### src/rtl/cpu_pkg.sv
// ---------------------------------------------------------------------------
// cpu_pkg
//   Shared constants for the accumulator CPU and its memory responder:
//   instruction opcodes, default bus widths and the controller phase count.
//   No ports; imported by the RAM and the responder.
// ---------------------------------------------------------------------------
package cpu_pkg;

  // Opcode field of the instruction register
  localparam logic [2:0] OP_HLT = 3'd0;
  localparam logic [2:0] OP_SKZ = 3'd1;
  localparam logic [2:0] OP_ADD = 3'd2;
  localparam logic [2:0] OP_AND = 3'd3;
  localparam logic [2:0] OP_XOR = 3'd4;
  localparam logic [2:0] OP_LDA = 3'd5;
  localparam logic [2:0] OP_STO = 3'd6;
  localparam logic [2:0] OP_JMP = 3'd7;

  // Default address / data widths of the program/data RAM
  localparam int CPU_AW = 5;
  localparam int CPU_DW = 8;

  // Number of controller phases per instruction
  localparam int CPU_PHASES = 8;

  // Wait-state counter width (covers 0..7 extra clocks)
  localparam int WAIT_CNT_W = 3;

endpackage

### src/rtl/cpu_sp_ram.sv
// ---------------------------------------------------------------------------
// cpu_sp_ram
//   Synchronous RAM with one write port and one registered read port.
//   A read of the address being written on the same edge returns the new data.
//   Contents are not reset.
// Ports
//   clk    in   rising-edge clock
//   we     in   write enable; mem[waddr] <= wdata
//   waddr  in   AW  write address
//   wdata  in   DW  write data
//   re     in   read enable; rdata <= mem[raddr]
//   raddr  in   AW  read address
//   rdata  out  DW  registered read data (holds when re=0)
// ---------------------------------------------------------------------------
module cpu_sp_ram
  import cpu_pkg::*;
#(
  parameter int AW = CPU_AW,
  parameter int DW = CPU_DW
) (
  input  logic          clk,
  input  logic          we,
  input  logic [AW-1:0] waddr,
  input  logic [DW-1:0] wdata,
  input  logic          re,
  input  logic [AW-1:0] raddr,
  output logic [DW-1:0] rdata
);

  localparam int DEPTH = 1 << AW;

  logic [DW-1:0] mem [DEPTH];
  logic [DW-1:0] rdata_q;
  logic [DW-1:0] rdata_d;

  // Write-first bypass so a read racing a store sees the stored value.
  always_comb begin
    rdata_d = rdata_q;
    if (re) begin
      if (we && (waddr == raddr)) begin
        rdata_d = wdata;
      end else begin
        rdata_d = mem[raddr];
      end
    end
  end

  always_ff @(posedge clk) begin
    if (we) begin
      mem[waddr] <= wdata;
    end
    rdata_q <= rdata_d;
  end

  assign rdata = rdata_q;

endmodule

### src/rtl/cpu_mem_responder.sv
// ---------------------------------------------------------------------------
// cpu_mem_responder
//   Memory-side responder for the phase-sequenced accumulator CPU bus.
//   Reads start on a rising edge of rd, optionally pass through WAIT_STATES
//   wait clocks, then present registered data with rvalid while rd stays high.
//   Stores commit on a rising edge of wr to mem[ir_addr].
// Ports
//   clk, rst   clock and synchronous active-high reset
//   sel        1 = pc_addr (fetch), 0 = ir_addr (operand) for reads
//   rd, wr     read / write strobes (edge-detected internally)
//   data_e     accumulator drives the bus; a store without it is an error
//   halt       blocks acceptance of new requests
//   pc_addr    program counter address
//   ir_addr    IR operand address (reads with sel=0, and all stores)
//   wdata      store data
//   rdata      read data, zero whenever rvalid=0
//   rvalid     rdata valid for the current read window
//   busy       read in progress (WAIT or DATA)
//   err        sticky protocol error, cleared only by rst
//   dbg_state  current responder state (0=IDLE, 1=WAIT, 2=DATA)
//
// Handshake: a read is requested by raising rd and holding it; the window is
//   owned by the requester. rvalid rises WAIT_STATES+1 clocks after the edge
//   that first samples rd high and stays high until rd falls; dropping rd at
//   any time ends (or aborts) the read on that edge. A new read needs rd low
//   for at least one clock.
// ---------------------------------------------------------------------------
module cpu_mem_responder
  import cpu_pkg::*;
#(
  parameter int AW          = CPU_AW,
  parameter int DW          = CPU_DW,
  parameter int WAIT_STATES = 0
) (
  input  logic          clk,
  input  logic          rst,
  input  logic          sel,
  input  logic          rd,
  input  logic          wr,
  input  logic          data_e,
  input  logic          halt,
  input  logic [AW-1:0] pc_addr,
  input  logic [AW-1:0] ir_addr,
  input  logic [DW-1:0] wdata,
  output logic [DW-1:0] rdata,
  output logic          rvalid,
  output logic          busy,
  output logic          err,
  output logic [1:0]    dbg_state
);

  typedef enum logic [1:0] {
    ST_IDLE = 2'd0,
    ST_WAIT = 2'd1,
    ST_DATA = 2'd2
  } state_e;

  localparam logic [WAIT_CNT_W-1:0] WS_INIT = WAIT_CNT_W'(WAIT_STATES);

  state_e                state_q, state_d;
  logic [WAIT_CNT_W-1:0] cnt_q, cnt_d;
  logic [AW-1:0]         addr_q, addr_d;
  logic                  rd_q, wr_q;
  logic                  rvalid_q, rvalid_d;
  logic                  err_q, err_d;

  logic                  rd_rise;
  logic                  wr_rise;
  logic                  accept_rd;
  logic [AW-1:0]         req_addr;
  logic                  ram_we;
  logic                  ram_re;
  logic [DW-1:0]         ram_rdata;

  assign rd_rise   = rd & ~rd_q;
  assign wr_rise   = wr & ~wr_q;
  assign req_addr  = sel ? pc_addr : ir_addr;
  // A read arriving together with any write strobe is refused.
  assign accept_rd = rd_rise & ~halt & ~wr;

  // ---------------- state register ----------------
  always_ff @(posedge clk) begin
    if (rst) begin
      state_q  <= ST_IDLE;
      cnt_q    <= '0;
      addr_q   <= '0;
      rd_q     <= 1'b0;
      wr_q     <= 1'b0;
      rvalid_q <= 1'b0;
      err_q    <= 1'b0;
    end else begin
      state_q  <= state_d;
      cnt_q    <= cnt_d;
      addr_q   <= addr_d;
      rd_q     <= rd;
      wr_q     <= wr;
      rvalid_q <= rvalid_d;
      err_q    <= err_d;
    end
  end

  // ---------------- next state ----------------
  always_comb begin
    state_d = state_q;
    cnt_d   = cnt_q;
    addr_d  = addr_q;
    case (state_q)
      ST_IDLE: begin
        if (accept_rd) begin
          addr_d = req_addr;
          cnt_d  = WS_INIT;
          state_d = (WAIT_STATES == 0) ? ST_DATA : ST_WAIT;
        end
      end
      ST_WAIT: begin
        if (!rd) begin
          state_d = ST_IDLE;
          cnt_d   = '0;
        end else if (cnt_q <= 1) begin
          // Last wait clock: the RAM is read on the next edge.
          state_d = ST_DATA;
          cnt_d   = '0;
        end else begin
          cnt_d = cnt_q - 1'b1;
        end
      end
      ST_DATA: begin
        if (!rd) begin
          state_d = ST_IDLE;
        end
      end
      default: begin
        state_d = ST_IDLE;
        cnt_d   = '0;
      end
    endcase
  end

  // ---------------- outputs ----------------
  always_comb begin
    // rvalid follows the RAM read register, which loads on the same edge.
    rvalid_d = (state_q == ST_DATA) & rd;
    ram_re   = (state_q == ST_DATA);
    // A store on the reset edge must not reach the RAM.
    ram_we   = wr_rise & data_e & ~halt & ~rst;
    err_d    = err_q | (wr_rise & ~data_e) | (wr_rise & rd_rise);
  end

  cpu_sp_ram #(
    .AW(AW),
    .DW(DW)
  ) u_ram (
    .clk   (clk),
    .we    (ram_we),
    .waddr (ir_addr),
    .wdata (wdata),
    .re    (ram_re),
    .raddr (addr_q),
    .rdata (ram_rdata)
  );

  // The RAM output is not reset, so it is masked outside the valid window.
  assign rdata     = rvalid_q ? ram_rdata : '0;
  assign rvalid    = rvalid_q;
  assign busy      = (state_q != ST_IDLE);
  assign err       = err_q;
  assign dbg_state = state_q;

endmodule
### config.mk
export PLATFORM = sky130hd
export DESIGN_NAME = cpu_mem_responder
export DESIGN_NICKNAME = d
export VERILOG_FILES = /design/src/rtl/cpu_pkg.sv /design/src/rtl/cpu_sp_ram.sv /design/src/rtl/cpu_mem_responder.sv
export SDC_FILE = /design/constraint.sdc
export NUM_CORES = 1
export LEC_CHECK = 0
export BUFFER_PORTS_ARGS = -buffer_cell sky130_fd_sc_hd__buf_2
export CORE_MARGIN = 2
export CORE_UTILIZATION = 45
export CTS_BUF_LIST = sky130_fd_sc_hd__clkbuf_16
export DETAILED_ROUTE_END_ITERATION = 12
export SYNTH_ARGS = -nofsm -noshare
export SYNTH_HDL_FRONTEND = slang
export SYNTH_HIERARCHICAL = 1
export SYNTH_SLANG_ARGS = --single-unit
### constraint.sdc
create_clock -name clk -period 2.6 [get_ports clk]
set_clock_uncertainty 0.1 [all_clocks]
set_input_delay 0.13 -clock clk [delete_from_list [all_inputs] [get_ports clk]]
set_output_delay 0.13 -clock clk [all_outputs]
set_load 0.02 [all_outputs]
==> metrics.txt <==
critical path capture point type flop; Layout Nets 718; DPL Wire Length 14.85 mm; Slew HR 0.5099; CTS root buf clkbuf_16; fmax 406.6 MHz; Num CTS Buffers 28; share of layout cells above drive strength 1 0.2213; number of global-route vias before repair 5942; Final WS setup 0.1404 ns; post-synthesis mux area share 0.1462; Final Cycle Share 0.9460; Core Region 24460 um2; Setup TNS 0 ns; Simple-Gate Fraction of Synth Area 0.05371; H-tree lvl count 1; Reg area 8133 um2; syn_area_per_cell 18.89 um2; EDFF count, synth 264; predominant post-synthesis flop cell edfxtp_1; Mapped Cells 597; post-route ant nets 0; Mapped Area 11270 um2; WL final 23.30 mm; YS warnings 6; largest net degree at the start of global routing 34; combinational family with the most area after synthesis multiplexers; Detailed Route Iter0 Violations 394; routability congestion estimate 0.7839; # fillers 1899; Area Growth Syn to Fin 15.79%; post-CTS setup buffer count 0; status finished clean; antenna diode count 0; TritonCTS Sinks 274; insertion delay to the later sink of the worst-skew pair 0.53 ns; multi-input combinational cell area 2801 um2; fin. max-slew vios 0; max cap viols 0; number of antenna violations at the first check in global routing 0; IR Drop Worst-Case VDD 0.4625 mV; # IOs 38; Synth Area in Compound Gates 0.04328; IO Port Bufs 36; GRT Resource Usage Total 0.1817; final hold violations 0; pwr dens 709.7 nW/um2; type of the most critical hold path input pin to flop; xor and xnor area share after synthesis 0.003884; ys async rst share 0; vias 5815; Die W 162.3 um; Overflow after GRT 0; DR WL met2 11.32 mm; DR top layer met4; worst-path cell chain buf_12 -> mux4_1 -> mux2_2 -> a221oi_1 -> buf_4 -> o41ai_1; global-route wire length before repair 35.73 mm; hold slack 0.04508 ns; Crit path largest cell delay 0.57 ns; Worst Max-Slew Pin Slew 0.7336 ns; FP Rows 57; first-pass detailed-route iteration total 5; Vias/cell 5.602; crit path launch type flop; synthesis-stage register bit count 274; Final Setup Violations 0; final core occ 0.5337; Critical Path RT 2.77 ns; synth unique cells 47; Synth Area in Adders 0; Crit Path Max Fanout 22; Post-Syn Nets 622; Period minus WS final 2.460 ns; kind of critical path flop to flop; TritonCTS clock tree done; RSZ-0062 raised after global routing false; Max Buffers Root-to-Sink 3; die area 26340 um2; Slowest-stage cell, CP mux4_1; Data arrival, critical path 2.63 ns; WL met3 901 um; routed len/inst 22.44 um; Initial Utilization 0.4609; Worst-path clk slew 0.07 ns; dpl ws 0.01964 ns; Metal-1 WL 10.52 mm; die span in y 162.3 um; LEAKAGE 0.004224 uW; # DRC 0; post-synthesis sequential area ratio 0.7209
[kinds of logic (layout without fill, tap and decap cells)]
family	Yosys count	in the layout
flip-flops	274	274
AND/OR/NAND/NOR	108	108
buffers and inverters	40	157
other	1	1
XOR/XNOR	5	5
AO/OA/AOI/OAI	68	68
multiplexers	101	101
[path summary, 6_finish.rpt]
check,from,endpoint,slack (ns),depth (start not counted)
worst min-delay path,sel,addr_q[2],0.05,4
worst max-delay path,addr_q[0],u_ram/rdata[0],0.14,6
worst max register to register,addr_q[0],u_ram/rdata[0],0.14,6
worst min register to register,err,err,0.35,2
[sequential cells by signal (all words and copies together) (netlist names)]
| register | flops |
|---|---|
| addr_q | 5 |
| dbg_state | 1 |
| err | 1 |
| rd_q | 1 |
| rvalid | 1 |
| u_ram/mem | 256 |
| u_ram/rdata | 8 |
| wr_q | 1 |
[worst max-delay path, delay by kind of cell, from the launching register on]
kind	cells	cell delay (ns)
buffers and inverters	2	0.40
DFF	1	0.44
muxes	2	0.85
AOI/OAI and AO/OA	2	0.40
[synth_stat cells (8+ instances only)]
library cell / count / area, um2
mux2_2: 10 / 112.6
a221oi_1: 16 / 140.1
o41ai_1: 8 / 70.07
mux2i_1: 51 / 510.5
a211oi_1: 15 / 112.6
o21ai_0: 12 / 60.06
mux4_1: 33 / 867.1
buf_6: 12 / 135.1
nor3_1: 8 / 40.04
nand3_1: 10 / 50.05
nor2_1: 35 / 131.4
and2_1: 9 / 56.30
dfxtp_1: 10 / 200.2
edfxtp_1: 264 / 7928
o22ai_1: 8 / 50.05
[layout make-up]
| class | count | share of cell area |
|---|---|---|
| well taps | 324 | 0.03105 |
| clock inverters | 22 | 0.01696 |
| clock buffers | 29 | 0.05559 |
| inverters | 3 | 0.0008626 |
| multi-input cells | 283 | 0.2146 |
| repair buffers | 103 | 0.05798 |
| flip-flops and latches | 274 | 0.6230 |
[repair_timing]
action | CTS | global route
hold buffers | 13 | 0
resized for setup | 0 | 3
setup endpoints to repair | 0 | 8
hold endpoints to repair | 10 | 0
[cell usage in the layout (no fill, tap or decap), drive strengths merged, types with 10 or more instances in the layout]
| cell type | Yosys | layout |
|---|---|---|
| mux2 | 10 | 10 |
| mux4 | 40 | 40 |
| dfxtp | 10 | 10 |
| edfxtp | 264 | 264 |
| dlygate4sd3 | 0 | 13 |
| mux2i | 51 | 51 |
| a221oi | 16 | 16 |
| nor2 | 35 | 35 |
| clkbuf | 11 | 29 |
| and2 | 11 | 11 |
| inv | 3 | 10 |
| a211oi | 15 | 15 |
| nand3 | 10 | 10 |
| buf | 25 | 90 |
| o21ai | 12 | 12 |
[power by group]
group          leakage, uW  total [uW]  switching [uW]  internal (uW)
clock             0.000487        4050            1550           2490
combinational      0.00128         360             219            141
sequential         0.00246        4860            8.21           4850
[metal layers]
layer  up-vias  global-route usage
met5         -                   0
met4         0             0.04867
met3        43             0.02554
met2       136              0.3023
met1      3005              0.2542
li1       2631                   -
[metrics by stage]
| step | instance area (um2) | total power [uW] | instances |
|---|---|---|---|
| 4_1_cts | 13040 | 9361 | 1038 |
| 3_3_place_gp | 11960 | 5288 | 974 |
| 3_5_place_dp | 11960 | 5297 | 974 |
| 6_report | 13060 | 9265 | 1038 |
| 2_1_floorplan | 11270 | 5147 | 597 |
| 5_1_grt | 13060 | 9562 | 1038 |
(Power assumes the default switching activity.)
